<file path="src/rtl/mem_dma_if.sv">
`default_nettype none
// ============================================================================
//  Module   : mem_dma_if
//  Purpose  : Memory word port between a bus initiator and a word memory.
//  Revision : 1.0
// ============================================================================
interface mem_dma_if #(
   parameter int DW = 16,
   parameter int AW = 16
);
   logic [AW-1:0] marval;
   logic [DW-1:0] mdrval;
   logic          mrw;
   logic [DW-1:0] memout;

   modport master (
      output marval,
      output mdrval,
      output mrw,
      input  memout
   );

   modport slave (
      input  marval,
      input  mdrval,
      input  mrw,
      output memout
   );
endinterface : mem_dma_if
`default_nettype wire

</file>
<file path="src/rtl/mem_dma.sv">
`default_nettype none
// ============================================================================
//  Module   : mem_dma
//  Purpose  : Block copy / block fill engine driving the shared memory port.
//  Revision : 1.0
// ============================================================================
module mem_dma #(
   parameter int DW    = 16,
   parameter int AW    = 16,
   parameter int DEPTH = 4096
) (
   input  wire logic          clk,
   input  wire logic          reset,
   input  wire logic          start,
   input  wire logic          mode,
   input  wire logic [AW-1:0] src,
   input  wire logic [AW-1:0] dst,
   input  wire logic [15:0]   len,
   input  wire logic [DW-1:0] fill_val,
   mem_dma_if.master          mem,
   output logic               busy,
   output logic               done,
   output logic [15:0]        xfer_cnt
);

   localparam logic [31:0]   c_DEPTH = 32'(DEPTH);
   localparam logic [AW-1:0] c_LAST  = AW'(DEPTH - 1);

   typedef enum logic [1:0] {
      S_IDLE  = 2'd0,
      S_READ  = 2'd1,
      S_WRITE = 2'd2,
      S_DONE  = 2'd3
   } state_t;

   state_t        r_state;
   state_t        w_next;

   logic [AW-1:0] r_src_ptr;
   logic [AW-1:0] r_dst_ptr;
   logic [15:0]   r_remaining;
   logic [DW-1:0] r_data;
   logic          r_mode;
   logic [DW-1:0] r_fill;
   logic [15:0]   r_xfer_cnt;

   logic [AW-1:0] w_marval;
   logic [DW-1:0] w_mdrval;
   logic          w_mrw;

   // Out-of-range start addresses fold back into the memory.
   function automatic logic [AW-1:0] f_reduce(input logic [AW-1:0] a);
      return AW'(32'(a) % c_DEPTH);
   endfunction

   function automatic logic [AW-1:0] f_inc(input logic [AW-1:0] p);
      return (p == c_LAST) ? '0 : p + 1'b1;
   endfunction

   always_ff @(posedge clk) begin
      if (!reset) begin
         r_state <= S_IDLE;
      end else begin
         r_state <= w_next;
      end
   end

   always_comb begin
      w_next   = r_state;
      w_marval = '0;
      w_mdrval = '0;
      w_mrw    = 1'b0;
      case (r_state)
         S_IDLE: begin
            if (start) begin
               if (len == 16'd0) begin
                  w_next = S_DONE;
               end else if (mode) begin
                  w_next = S_WRITE;
               end else begin
                  w_next = S_READ;
               end
            end
         end
         S_READ: begin
            w_marval = r_src_ptr;
            w_next   = S_WRITE;
         end
         S_WRITE: begin
            w_marval = r_dst_ptr;
            w_mrw    = 1'b1;
            w_mdrval = r_mode ? r_fill : r_data;
            if (r_remaining == 16'd1) begin
               w_next = S_DONE;
            end else if (r_mode) begin
               w_next = S_WRITE;
            end else begin
               w_next = S_READ;
            end
         end
         S_DONE: begin
            w_next = S_IDLE;
         end
         default: begin
            w_next = S_IDLE;
         end
      endcase
   end

   always_ff @(posedge clk) begin
      if (!reset) begin
         r_src_ptr   <= '0;
         r_dst_ptr   <= '0;
         r_remaining <= '0;
         r_data      <= '0;
         r_mode      <= 1'b0;
         r_fill      <= '0;
         r_xfer_cnt  <= '0;
      end else begin
         case (r_state)
            S_IDLE: begin
               if (start) begin
                  r_src_ptr   <= f_reduce(src);
                  r_dst_ptr   <= f_reduce(dst);
                  r_remaining <= len;
                  r_mode      <= mode;
                  r_fill      <= fill_val;
                  r_xfer_cnt  <= '0;
               end
            end
            S_READ: begin
               r_data    <= mem.memout;
               r_src_ptr <= f_inc(r_src_ptr);
            end
            S_WRITE: begin
               r_dst_ptr   <= f_inc(r_dst_ptr);
               r_remaining <= r_remaining - 16'd1;
               r_xfer_cnt  <= r_xfer_cnt + 16'd1;
            end
            default: begin
            end
         endcase
      end
   end

   assign mem.marval = w_marval;
   assign mem.mdrval = w_mdrval;
   assign mem.mrw    = w_mrw;
   assign busy       = (r_state != S_IDLE);
   assign done       = (r_state == S_DONE);
   assign xfer_cnt   = r_xfer_cnt;

endmodule : mem_dma
`default_nettype wire
</file>
<file path="src/flat_wrapper.sv">
// flat-port wrapper written by rule: the top's interface ports become plain ports
module mem_dma_flat 
#(
   parameter int DW    = 16,
   parameter int AW    = 16,
   parameter int DEPTH = 4096
)
  (clk, reset, start, mode, src, dst, len, fill_val, busy, done, xfer_cnt, mem_marval, mem_mdrval, mem_mrw, mem_memout);
  mem_dma_if #(.DW(DW), .AW(AW)) mem_i ();
  input  wire logic clk;
  input  wire logic reset;
  input  wire logic start;
  input  wire logic mode;
  input  wire logic [AW-1:0] src;
  input  wire logic [AW-1:0] dst;
  input  wire logic [15:0] len;
  input  wire logic [DW-1:0] fill_val;
  output logic busy;
  output logic done;
  output logic [15:0] xfer_cnt;
  output wire logic [$bits(mem_i.marval)-1:0] mem_marval;
  output wire logic [$bits(mem_i.mdrval)-1:0] mem_mdrval;
  output wire logic [$bits(mem_i.mrw)-1:0] mem_mrw;
  input wire logic [$bits(mem_i.memout)-1:0] mem_memout;
  assign mem_marval = mem_i.marval;
  assign mem_mdrval = mem_i.mdrval;
  assign mem_mrw = mem_i.mrw;
  assign mem_i.memout = mem_memout;
  mem_dma #(.DW(DW), .AW(AW), .DEPTH(DEPTH)) u_core (.clk(clk), .reset(reset), .start(start), .mode(mode), .src(src), .dst(dst), .len(len), .fill_val(fill_val), .mem(mem_i), .busy(busy), .done(done), .xfer_cnt(xfer_cnt));
endmodule
</file>
<file path="config.mk">
export PLATFORM = sky130hd
export DESIGN_NAME = mem_dma_flat
export DESIGN_NICKNAME = d
export VERILOG_FILES = /design/src/rtl/mem_dma_if.sv /design/src/rtl/mem_dma.sv /design/src/flat_wrapper.sv
export SDC_FILE = /design/constraint.sdc
export NUM_CORES = 1
export LEC_CHECK = 0
export CORE_MARGIN = 1.5
export CORE_UTILIZATION = 50
export CTS_CLUSTER_DIAMETER = 100
export DETAILED_ROUTE_END_ITERATION = 10
export MAX_ROUTING_LAYER = met4
export PLACE_DENSITY = 0.81
export REMOVE_ABC_BUFFERS = 1
export SLEW_MARGIN = 20
export SYNTH_ARGS = -nofsm -noshare
export SYNTH_HDL_FRONTEND = slang
export SYNTH_SLANG_ARGS = --single-unit
</file>
<file path="constraint.sdc">
create_clock -name clk -period 2.45 [get_ports clk]
set_input_delay 0.49 -clock clk [delete_from_list [all_inputs] [get_ports clk]]
set_output_delay 0.49 -clock clk [all_outputs]
set_load 0.01 [all_outputs]
</file>
* Word-level counts from Yosys, hierarchy flattened
Cells that the tools add are included.
** Operators by class
- Equal/unequal tests :: 7
- Multiplexer cells :: 20
- Reductions and logical operators :: 8
- Add/subtract/negate cells :: 4
** Operators with widths (number)
- $pmux W16 S2 :: 5
- $mux W16 :: 8
- $add A16 B1 Y16 const B :: 3
- $eq A16 B12 Y1 const B :: 2
- $eq A16 B1 Y1 const B :: 1
- $logic_not A16 Y1 :: 1
- $sub A16 B1 Y16 const B :: 1
- $mux W2 :: 5
- $pmux W2 S4 :: 1
- $reduce_and A2 Y1 :: 3
- $reduce_bool A2 Y1 :: 3
- $eq A2 B2 Y1 const B :: 2
- $eq A2 B1 Y1 const B :: 1
- $logic_not A2 Y1 :: 1
- $ne A2 B2 Y1 const B :: 1
- $mux W1 :: 1
** Word-level totals
- Output and inout bits :: 51
- Register bits after elaboration :: 99
- Bits of input ports :: 84

* Logic depth before layout (Yosys ltp)
- Depth in word-level cells :: 4
- Mapped depth :: 10
- Depth with buffers taken out :: 7

* Worst setup path after synthesis
Ideal clock, no wire load.
- Kind :: register to output
- Start :: register u_core.r_state[1]
- End :: output mem_marval[7]
- Path buffers :: 3
- Stages on the path, launching flop included :: 8
- Data required time :: 1.960 ns
- Path slack :: 0.081 ns
- Arrival time :: 1.879 ns
- Cells stage by stage :: dfxtp_1 -> inv_1 -> ha_1 -> clkbuf_1 -> buf_1 -> buf_1 -> nand2_1 -> a21boi_0
** Between the ends
- Longest elaborated chain between the ends :: 2
** Ends and longest elaborated chain
- start: declaration :: RTL line mem_dma.sv:36 : state_t r_state;
- start signal: assignment :: RTL line mem_dma.sv:64 : r_state <= w_next;
- $eq A2 B2 Y1 / $eq A2 B1 Y1 (equally long branches) :: RTL line mem_dma.sv:73 : case (r_state)
- $pmux W16 S2 (*) :: RTL line mem_dma.sv:73
- end: declaration :: RTL line flat_wrapper.sv:21 : output wire logic [$bits(mem_i.marval)-1:0] mem_marval;
Mark *: on every way between the ends. The rest lies on a longest branch, timed or not.

* Final worst setup path
- Start :: register u_core.r_state[1]
- End :: output busy
** Between the ends
- Longest elaborated chain between the ends :: 1
** Ends and longest elaborated chain
- $reduce_bool A2 Y1 :: RTL line mem_dma.sv:149 : assign busy = (r_state != S_IDLE);
- end: declaration :: RTL line flat_wrapper.sv:18 : output logic busy;
Every way passes these cells.

==> metrics.yaml <==
detailed_routing:
  route.met3.wl_um: 1170
  wl_per_cell_um: 16.7
  routed-via-count: 5787
  first_pass_iters: 5
  antenna_left: 0
  avgViaCountPerCell: 5.97
  wl_met2_um: 7940
  drc: 0
  routed.top_layer: "met4"
  wirelength_um: 16200
  drt-met1-wl_um: 6740
  drtIter0Drc: 422
yosys:
  async_reset_ff_frac: 0
  synth_seq_area_share: 0.358
  yosysMostFrequentCell: "dfxtp_1"
  synth_top_area_share: 0.358
  ys_top_cells_by_area: "dfxtp_1, mux2i_1, a21oi_1, nand2_1, nor2_1"
  yosys.area.top_type: "dfxtp_1"
  ys.flop_type: "dfxtp_1"
  synth_edf_count: 0
  ys_warn_count: 0
  synth_cell_type_count: 68
  syn_area_mm2: 0.00554
  ys_seq_elements: 99
  syn_inst: 701
  syn_avg_cell_area_um2: 7.91
  synthTopCellsByCount: "dfxtp_1, nand2_1, nor2_1, a21oi_1, mux2i_1"
die:
  io_pins: 135
  dieWidth_um: 108
  die_area_mm2: 0.0117
  die_h_um: 108
  initial_utilization: 0.511
  core_area_mm2: 0.0108
  core.rowCount: 38
cts:
  cts.htree.levels: 3
  postCtsHoldBufs: 0
  clk_latency_ps: 390
  cts_buffer_depth: 2
  cts_sinks: 99
  root_buffer: "clkbuf_8"
  cts_tree: "built"
  clk_pin_slew_ps: 90
  cts_made_buffers: 9
setup_path:
  regToRegSetupSlack_ps: 260
  rr_endpoint: "u_core.r_remaining[14]$_SDFFE_PN0P_"
  reg2reg_depth: 4
  arrival_ps: 1860
  crit_path_start_kind: "register"
  critPathRequiredTime_ps: 1960
  worst-path-max-fanout: 10
  cp-end-kind: "output port"
  r2r-start: "u_core.r_remaining[3]$_SDFFE_PN0P_"
  crit_type: "reg2out"
sta:
  timing.final.crit_share: 0.958
  clock_skew_ps: 7.66
  rsz0062_at_grt: "no"
  hold_viol_final: 0
  timing.fmax_mhz: 426
  finalSetupViolCount: 0
  worst-slew-pin-transition_ps: 481
  period_minus_slack_ps: 2350
  worst_slew_margin_rel: 0.678
  drv_slew: 0
  setup_slack_ps: 103
  fin_hold_ws_ps: 458
min_path:
  min_path_cells: 2
  hp-class: "reg2reg"
  hp-start: "u_core.r_fill[5]$_SDFFE_PN0P_"
  min_to: "u_core.r_fill[5]$_SDFFE_PN0P_"
global_routing:
  grt_max_degree: 63
  grt_pass1_vias: 5424
  antenna_found_initial: 0
  grt_first_pass_wirelength_um: 25900
  overflow: 0
  grt_usage: 0.284
power:
  p_total_mw: 4.55
  p_leak_nw: 2.68
  cellPowerDensity_mw_per_mm2: 630
  peakVddDrop_mv: 0.495
run_status:
  status: "finished, final reports clean"
job:
  cap_violations: 0
place:
  port_buffers: 126
  gp_congestion: 0.956
  place_ws_ps: 27.4
  dp_hpwl_um: 11500
  dp.cells: 950
finish:
  area_delta_synth_final_pct: 30.2
  final_cells: 969
  antenna_cells: 0
  final_nets: 917
  layout-drive-gt1-share: 0.0893
## worst max-delay path: stages (launching register included)
cell,delay [ps]
dfxtp_1,340
inv_1,160
ha_4,260
clkinvlp_4,200
clkdlybuf4s50_1,520
## sequential cells by signal (all words and copies together) (netlist names)
register	cells
u_core.r_remaining	16
u_core.r_fill	16
u_core.xfer_cnt	16
u_core.r_state	2
u_core.r_src_ptr	16
u_core.r_mode	1
u_core.r_dst_ptr	16
u_core.r_data	16
## kinds of logic after synthesis
family | share of synthesized area
XOR/XNOR | 0.0205
buffers and inverters | 0.0555
AO/OA/AOI/OAI | 0.209
flip-flops | 0.358
AND/OR/NAND/NOR | 0.268
multiplexers | 0.0693
adder cells (fa/ha/maj) | 0.0203
## metal layers
layer  track usage  vias up
li1              -     2801
met4        0.0818        0
met3        0.0669       36
met1         0.346     2709
met2         0.471      241
met5             -        -
## worst max path at each step
stage                                               from                                   to  slack (ps)  cells past startpoint
final                     u_core.r_state[1]$_SDFFE_PN0P_                                 busy         100                      4
after detailed placement                           start     u_core.xfer_cnt[15]$_SDFFE_PN0P_          30                      6
after CTS                 u_core.r_state[0]$_SDFFE_PN0P_                              mem_mrw           2                      5
after global placement                             start     u_core.xfer_cnt[15]$_SDFFE_PN0P_         140                      6
after global routing      u_core.r_state[1]$_SDFFE_PN0P_                        mem_marval[5]          40                      6
after floorplan           u_core.r_state[0]$_SDFFE_PN0P_  u_core.r_remaining[11]$_SDFFE_PN0P_       -1000                      7
## stage by stage
stage	TNS [ps]	util	cell area, um^2
after floorplan	-43470	-	5300
after global placement	0	0.646	7000
after detailed placement	0	0.646	7000
after CTS	0	0.663	7180
after global routing	0	0.666	7220
final	0	0.666	7220
## cell usage in the layout (no fill, tap or decap), types with 3 or more instances in the layout
cell	instances
dlymetal6s2s_1	3
nand2_1	82
clkdlybuf4s50_1	93
dfxtp_1	98
dlygate4sd2_1	30
a221oi_1	3
nor2b_1	23
or3_2	3
buf_4	31
and2_1	6
a211oi_1	7
ha_1	6
a222oi_1	3
mux2i_1	35
o21a_1	4
o22ai_1	10
nor3_1	18
a21oi_1	62
o221ai_1	3
clkbuf_8	10
a22oi_1	19
nand4_1	12
buf_12	3
a41oi_1	3
a2bb2oi_1	3
mux2_2	3
and4_1	8
or3_1	7
and3_1	12
inv_1	14
nor2_1	71
nand3_1	28
a31oi_1	9
xnor2_1	5
o32ai_1	4
nand2b_1	4
o21ai_0	27
nor4_1	8
xor2_1	8
## power by group
group	switching (mW)	internal, mW
Combinational	0.886	0.720
Clock	0.566	0.396
Sequential	0.195	1.79
Total	1.65	2.90
## layout make-up
| cell class | count | area [um^2] |
|---|---|---|
| Timing Repair Buffer | 161 | 1540 |
| Clock buffer | 12 | 145 |
| Inverter | 17 | 67.6 |
| Clock inverter | 4 | 26.3 |
| Fill cell | 900 | 3620 |
| Sequential cell | 99 | 1980 |
| Multi-Input combinational cell | 536 | 3280 |
| Tap cell | 140 | 175 |
## repair_timing
action,4_1_cts,5_1_grt
gates resized for setup,39,5
endpoints found under the setup margin,24,7
gates cloned,0,0
setup buffers,1,2
pin swaps,1,1
Power figures use the tool's default switching activity.
